--- config.mk ---
export PLATFORM = sky130hd
export DESIGN_NAME = psram_access_arbiter
export DESIGN_NICKNAME = d
export VERILOG_FILES = /design/src/rtl/psram_access_arbiter_pkg.sv /design/src/rtl/psram_access_arbiter.sv
export SDC_FILE = /design/constraint.sdc
export NUM_CORES = 1
export LEC_CHECK = 0
export CORE_MARGIN = 2
export CORE_UTILIZATION = 48
export DETAILED_ROUTE_END_ITERATION = 12
export GPL_TIMING_DRIVEN = 0
export HOLD_SLACK_MARGIN = 0.12
export PLACE_DENSITY = 0.85
export SYNTH_ARGS = -nofsm -noshare
export SYNTH_HDL_FRONTEND = slang
export SYNTH_SLANG_ARGS = --single-unit
--- constraint.sdc ---
create_clock -name CLK50 -period 6.4 [get_ports CLK50]
set_clock_uncertainty 0.05 [all_clocks]
set_input_delay 0.96 -clock CLK50 [delete_from_list [all_inputs] [get_ports CLK50]]
set_output_delay 0.96 -clock CLK50 [all_outputs]
set_load 0.005 [all_outputs]
--- src/rtl/psram_access_arbiter_pkg.sv ---
// psram_access_arbiter_pkg: shared FSM states, requester IDs and data width for the PSRAM arbiter
package psram_access_arbiter_pkg;
   localparam int DATA_W = 16;
   localparam logic REQ_CAP = 1'b0;
   localparam logic REQ_MSS = 1'b1;
   typedef enum logic [1:0] {IDLE, SETUP, STROBE, HOLD} state_t;
endpackage

--- src/rtl/psram_access_arbiter.sv ---
// psram_access_arbiter: round-robin sharing of the async PSRAM between capture writes and MSS accesses
module psram_access_arbiter
   import psram_access_arbiter_pkg::*;
#(
   parameter int ADDR_W = 25,
   parameter int SETUP_CYC = 1,
   parameter int STROBE_CYC = 3,
   parameter int HOLD_CYC = 1
) (
   input  logic              CLK50,
   input  logic              RESET,
   input  logic              cap_req,
   input  logic [ADDR_W-1:0] cap_addr,
   input  logic [DATA_W-1:0] cap_wdata,
   input  logic [1:0]        cap_be,
   output logic              cap_ack,
   input  logic              mss_req,
   input  logic              mss_we,
   input  logic [ADDR_W-1:0] mss_addr,
   input  logic [DATA_W-1:0] mss_wdata,
   input  logic [1:0]        mss_be,
   output logic [DATA_W-1:0] mss_rdata,
   output logic              mss_ack,
   output logic [ADDR_W-2:0] psram_address,
   output logic              psram_ncs0,
   output logic              psram_ncs1,
   output logic              psram_nwe,
   output logic              psram_noe0,
   output logic              psram_noe1,
   output logic [1:0]        psram_nbyte_en,
   output logic [DATA_W-1:0] psram_dout,
   output logic              psram_doe,
   input  logic [DATA_W-1:0] psram_din
);
   state_t state, state_n;
   logic [7:0] cnt, cnt_n;
   logic own, own_n, we, we_n, pick, act, chip1, stb;
   logic [ADDR_W-1:0] addr, addr_n;
   logic [DATA_W-1:0] wdata, wdata_n;
   logic [1:0] be, be_n;
   // own doubles as last_grant: it only changes when a new grant is made
   always_comb begin
      pick = (cap_req && mss_req) ? ((own == REQ_CAP) ? REQ_MSS : REQ_CAP) : (mss_req ? REQ_MSS : REQ_CAP);
      state_n = state;
      cnt_n = (state == IDLE) ? cnt : cnt - 8'd1;
      own_n = own;
      we_n = we;
      addr_n = addr;
      wdata_n = wdata;
      be_n = be;
      if (state == IDLE && (cap_req || mss_req)) begin
         state_n = SETUP;
         cnt_n = 8'(SETUP_CYC - 1);
         own_n = pick;
         we_n = (pick == REQ_CAP) || mss_we;
         addr_n = (pick == REQ_CAP) ? cap_addr : mss_addr;
         wdata_n = (pick == REQ_CAP) ? cap_wdata : mss_wdata;
         be_n = (pick == REQ_CAP) ? cap_be : mss_be;
      end else if (state != IDLE && cnt == '0) begin
         state_n = (state == SETUP) ? STROBE : (state == STROBE) ? HOLD : IDLE;
         cnt_n = (state == SETUP) ? 8'(STROBE_CYC - 1) : 8'(HOLD_CYC - 1);
      end
      act = state_n != IDLE;
      chip1 = addr_n[ADDR_W-1];
      stb = state_n == STROBE;
   end
   // pin values are computed from the next state so every output comes straight from a flop
   always_ff @(posedge CLK50) begin
      if (RESET) begin
         state <= IDLE;
         cnt <= '0;
         own <= REQ_MSS;
         we <= 1'b0;
         addr <= '0;
         wdata <= '0;
         be <= '0;
         psram_ncs0 <= 1'b1;
         psram_ncs1 <= 1'b1;
         psram_nwe <= 1'b1;
         psram_noe0 <= 1'b1;
         psram_noe1 <= 1'b1;
         psram_nbyte_en <= 2'b11;
         psram_doe <= 1'b0;
         psram_dout <= '0;
         psram_address <= '0;
         mss_rdata <= '0;
         cap_ack <= 1'b0;
         mss_ack <= 1'b0;
      end else begin
         state <= state_n;
         cnt <= cnt_n;
         own <= own_n;
         we <= we_n;
         addr <= addr_n;
         wdata <= wdata_n;
         be <= be_n;
         psram_ncs0 <= !(act && !chip1);
         psram_ncs1 <= !(act && chip1);
         psram_nwe <= !(stb && we_n);
         psram_noe0 <= !(stb && !we_n && !chip1);
         psram_noe1 <= !(stb && !we_n && chip1);
         psram_nbyte_en <= act ? ~be_n : 2'b11;
         psram_doe <= act && we_n;
         if (act) psram_address <= addr_n[ADDR_W-2:0];
         if (act && we_n) psram_dout <= wdata_n;
         cap_ack <= state_n == HOLD && cnt_n == '0 && own_n == REQ_CAP;
         mss_ack <= state_n == HOLD && cnt_n == '0 && own_n == REQ_MSS;
         if (state == STROBE && cnt == '0 && !we) mss_rdata <= psram_din;
      end
   end
endmodule

Word level (Yosys, flattened, before mapping) --
Cells that the tools add are included. Widths: inputs -> output; s select.
Storage, ports and cells: bits in registers 121, logic and storage cells 78, bits of input ports 107, output and inout bits 66
Cells by class: add/sub/neg operators 1, bitwise gates (word level) 4, reductions and logical operators 31, muxes and demuxes 19, equal/unequal tests 4
Operator list (count):
- $mux 25 | 2
- $mux 16 | 2
- $mux 8 | 3
- $logic_not 8->1 | 2
- $logic_and 1x1->1 | 15
- $mux 2 | 7
- $logic_not 1->1 | 8
- $sub 8x1->8 const B | 1
- $eq 2x2->1 const B | 3
- $mux 1 | 5
- $reduce_bool 2->1 | 2
- $not 1->1 | 3
- $eq 2x1->1 const B | 1
- $logic_not 2->1 | 1
- $logic_or 1x1->1 | 2
- $not 2->2 | 1
- $reduce_or 2->1 | 1

Depth between registers and ports, before layout --
depth in word-level cells 9, depth in mapped cells 9

Worst setup path before layout --
No wires, ideal clock.
path type input-to-reg, start point input port cap_req, end point register psram_dout[10], library setup time 123 ps, path buffers 3, arrival time 2328 ps, stages 8, setup slack 3898 ps, cell sequence buf_2 -> o21a_1 -> nor3_2 -> mux2i_4 -> nor2b_1 -> buf_4 -> buf_6 -> mux2_1
Between the ends: longest elaborated chain between the ends 6
RTL lines:
- from (decl) | line psram_access_arbiter.sv:12 | input logic cap_req,
- $logic_and 1x1->1 | line psram_access_arbiter.sv:43 | pick = (cap_req && mss_req) ? ((own == REQ_CAP) ? REQ_MSS : REQ_CAP) : (mss_req ? REQ_MSS : REQ_CAP);
- $mux 1 | line psram_access_arbiter.sv:43
- $not 1->1
- $logic_or 1x1->1 | line psram_access_arbiter.sv:55 | we_n = (pick == REQ_CAP) || mss_we;
- $mux 1 | line psram_access_arbiter.sv:51 | if (state == IDLE && (cap_req || mss_req)) begin
- $logic_and 1x1->1 | line psram_access_arbiter.sv:105 | if (act && we_n) psram_dout <= wdata_n;
- to (signal assigned) | line psram_access_arbiter.sv:105
- to (decl) | line psram_access_arbiter.sv:31 | output logic [DATA_W-1:0] psram_dout,
Several ways; a longest one is shown, not always the timed one. A chain may end at the register's enable or synchronous reset.

Final worst setup path --
start point input port mss_req, end point register psram_noe1
Between the ends: longest elaborated chain between the ends 9
RTL lines:
- from (decl) | line psram_access_arbiter.sv:17 | input logic mss_req,
- $mux 1 / $logic_and 1x1->1 (equally long branches) | line psram_access_arbiter.sv:43
- $mux 1 | line psram_access_arbiter.sv:43
- $not 1->1
- $logic_or 1x1->1 | line psram_access_arbiter.sv:55
- $mux 1 | line psram_access_arbiter.sv:51
- $logic_not 1->1 | line psram_access_arbiter.sv:101 | psram_noe1 <= !(stb && !we_n && chip1);
- $logic_and 1x1->1 | line psram_access_arbiter.sv:101
- $logic_and 1x1->1 (*) | line psram_access_arbiter.sv:101
- $logic_not 1->1 (*) | line psram_access_arbiter.sv:101
- to (signal assigned) | line psram_access_arbiter.sv:101
- to (decl) | line psram_access_arbiter.sv:29 | output logic psram_noe1,
Every way passes the cells marked *; elsewhere a longest branch is shown, timed or not.

==> impl_results.md <==
* Cts hold-fix bufs at 0
* Wire length of the first global-routing pass at 22900 µm
* Setup repair after global routing missed its margin: no
* Number of nets with antenna violations after routing at 0
* CTS H-tree depth at 4
* Headroom to the max-slew limit at 54.3%
* Clock transition at the registers of the reported paths at 0.06 ns
* Layout Cell Area excl Fill at 7370 µm²
* Buffers added on ports at about 170
* Number of failing hold endpoints at the final stage at 0
* Max Buffers Root-to-Sink at 2
* Drc violations at 0
* Rows at 36
* Post-cts gate resize count at 0
* Synthesized netlist net count at about 650
* Post-CTS setup buffer count at 0
* Proportion of netlist area held by the largest area contributor at between 40% and 50%
* Final #Nets at approximately 840
* Timing-limited maximum frequency at 340 MHz
* Minimum clock period at slightly below 3 ns
* Detailed Route Iter0 Violations at between 150 and 200
* Starting density of the core at 49.7%
* Antenna violations before repair at 0
* Routed wirelength normalized by instance count at about 16 µm
* Number of register bits inferred by synthesis at 121
* Worst reg-to-reg setup slack at ~3.7 ns
* Number of enable flip-flop cells after synthesis at 0
* DP HPWL at around 10000 µm
* Setup-failing EPs final at 0
* Area overhead of the layout relative to synthesis at 51.2%
* Global-route usage over all layers at a little over a quarter
* Leading post-synthesis cells by instance count: sky130_fd_sc_hd__dfxtp_1, sky130_fd_sc_hd__nand2_1, sky130_fd_sc_hd__nor2_1
* Sequential element share of the synthesized area at about half
* Classification of the worst-slack hold path: reg -> reg
* RePlAce Congestion at 0.857
* Die area at 11000 µm²
* Worst r2r dst: psram_address[14]$_SDFFE_PP0N_
* Worst setup margin at between 3 and 4 ns
* Nature of the critical path endpoint: flip-flop
* Required time at the worst-slack endpoint at a little under 7 ns
* Remaining global-route overflow at 0
* Critical path start-end classification: in -> reg
* Launching instance or port of the critical path: mss_req
* Number of sinks driven by the clock tree at roughly 120
* Most area-hungry cell type in the Yosys netlist: sky130_fd_sc_hd__dfxtp_1
* Die width at between 100 and 150 µm
* I/O Pins at around 170
* Setup TNS at 0 ns
* PnR Total Power at ~3.6 mW
* RR Startpoint: state[0]$_SDFF_PP0_
* Flip-flop cell with the highest count after synthesis: sky130_fd_sc_hd__dfxtp_1
* Worst slew pin tran at slightly below 0.7 ns
* Non-Filler Instances at 873
* Number of cells on the worst hold path at 1
* Main area contributors after synthesis: sky130_fd_sc_hd__dfxtp_1, sky130_fd_sc_hd__nand2_1, sky130_fd_sc_hd__nor2b_1
* Antenna cell count at 0
* Count of synthesis-stage warnings from yosys at 0
* Placement Cell Area at roughly 6800 µm²
* Pins Over Slew Limit at 0
* Num CTS Buffers at 17
* PwrDens at between 400 and 500 nW/µm²
* Yosys cell types at 41
* Syn avg cell area at between 9 and 10 µm²
* Leak pwr at slightly above 3 nW
* Count of placed standard cells including taps at ~840
* Post-Place Setup Slack at a little under 3 ns
* Iteration count of the initial detailed-routing pass at 5
* Root Buffer Master: sky130_fd_sc_hd__clkbuf_8
* Number of maximum-capacitance violations at 0
* Ratio of routed vias to standard cells at roughly 5.3
* Outcome: finished clean
* Most frequently used cell type in the post-synthesis netlist: sky130_fd_sc_hd__dfxtp_1
* Timing endpoint of the critical path: psram_noe1$_SDFF_PP1_
* Share of flip-flops with an asynchronous set or reset after synthesis at 0%
* Number of global-route vias before repair at 4771
* Period utilization at 45.9%
* Worst voltage drop across the vdd grid at around 270 µV
* Synthesized instance count at 537
* Total via count after detailed routing at between 4000 and 5000
* Layout Utilization at 75.1%
* Proportion of layout cells with a drive suffix above 1 at 7.16%
* CTS tree: built
* Hold_ws at approximately 0.43 ns
* Die boundary height at between 100 and 150 µm
* Number of cells on the worst reg-to-reg path at 8
* Mapped Area at 4880 µm²
* Later-pin clock latency in the skew report at roughly 0.51 ns
* Final Routed Wirelength at approximately 14000 µm
* Max FO, Critical Path at 10
* Placeable core area at between 9000 and 10000 µm²
* Maximum number of pins on one net before global-route repair at 17
* Data arrival time of the critical path at around 3.3 ns
* Critical Path Start Type: input port
## area by class of cell
class / instances / area (µm²)
inverter: 5 / 18.8
clock inverter: 12 / 173
tap: 133 / 166
multi-input combinational: 372 / 2260
sequential: 121 / 2420
buffer: 39 / 178
fill: 714 / 2440
clock buffer: 20 / 445
timing repair buffer: 171 / 1710
## flip-flops by register name, indices dropped and copies added, names as in the netlist
| name | cells |
|---|---|
| cap_ack | 1 |
| psram_noe1 | 1 |
| psram_noe0 | 1 |
| psram_nwe | 1 |
| cnt | 8 |
| own | 1 |
| we | 1 |
| psram_ncs1 | 1 |
| mss_rdata | 16 |
| mss_ack | 1 |
| psram_ncs0 | 1 |
| addr | 25 |
| psram_doe | 1 |
| wdata | 16 |
| psram_dout | 16 |
| be | 2 |
| psram_address | 24 |
| psram_nbyte_en | 2 |
| state | 2 |
## kinds of logic after synthesis
group	synth area share, %
muxes	8.26
buffers and inverters	4.03
adders and majority gates	1.28
AOI/OAI and AO/OA	13.0
xor gates and xnor gates	0.898
DFF	49.7
and+or+nand+nor	22.9
## power by group
group | internal, mW | total, mW | switching, mW
Sequential | 0.999 | 1.12 | 0.125
Combinational | 0.727 | 1.45 | 0.721
Clock | 0.651 | 0.988 | 0.337
## worst min-delay path by stage
stage / start / end / slack (ns)
2_1_floorplan: psram_address[0]$_SDFFE_PP0N_ / psram_address[0]$_SDFFE_PP0N_ / 0.42
3_3_place_gp: psram_address[23]$_SDFFE_PP0N_ / psram_address[23]$_SDFFE_PP0N_ / 0.41
3_5_place_dp: psram_address[21]$_SDFFE_PP0N_ / psram_address[21]$_SDFFE_PP0N_ / 0.41
4_1_cts: psram_address[1]$_SDFFE_PP0N_ / psram_address[1]$_SDFFE_PP0N_ / 0.43
5_1_grt: psram_address[19]$_SDFFE_PP0N_ / psram_address[19]$_SDFFE_PP0N_ / 0.44
6_report: psram_address[19]$_SDFFE_PP0N_ / psram_address[19]$_SDFFE_PP0N_ / 0.43
## metal layers
| metal | GRT usage, % | vias up | part of all wire [%] |
|---|---|---|---|
| li1 | - | 2221 | - |
| met2 | 46.3 | 191 | 50 |
| met5 | 0 | - | 0 |
| met1 | 30.1 | 2170 | 42 |
| met3 | 6.67 | 27 | 6.2 |
| met4 | 9.62 | 0 | 2.3 |
## critical path, cell delays in order
cell,delay [ns]
sky130_fd_sc_hd__clkdlybuf4s50_1,0.52
sky130_fd_sc_hd__a21bo_2,0.25
sky130_fd_sc_hd__clkbuf_1,0.37
sky130_fd_sc_hd__clkbuf_1,0.42
sky130_fd_sc_hd__nand2_1,0.12
sky130_fd_sc_hd__a31oi_1,0.25
sky130_fd_sc_hd__nor2b_1,0.28
sky130_fd_sc_hd__nand3_1,0.10
## layout by cell type, fill, tap and decap left out, types with 5 or more instances in the layout
cell type                         count
sky130_fd_sc_hd__clkbuf_1            23
sky130_fd_sc_hd__a311oi_1            19
sky130_fd_sc_hd__ha_1                 5
sky130_fd_sc_hd__dfxtp_1            121
sky130_fd_sc_hd__a31oi_1             29
sky130_fd_sc_hd__buf_2               10
sky130_fd_sc_hd__clkdlybuf4s50_1    171
sky130_fd_sc_hd__mux2_1              16
sky130_fd_sc_hd__clkbuf_16           16
sky130_fd_sc_hd__nor2_1              71
sky130_fd_sc_hd__inv_1                5
sky130_fd_sc_hd__nor3_1               9
sky130_fd_sc_hd__a22o_1              24
sky130_fd_sc_hd__nand2_1             96
sky130_fd_sc_hd__mux2i_1             20
sky130_fd_sc_hd__nor2b_1             45
Power figures use the tool's default switching activity.
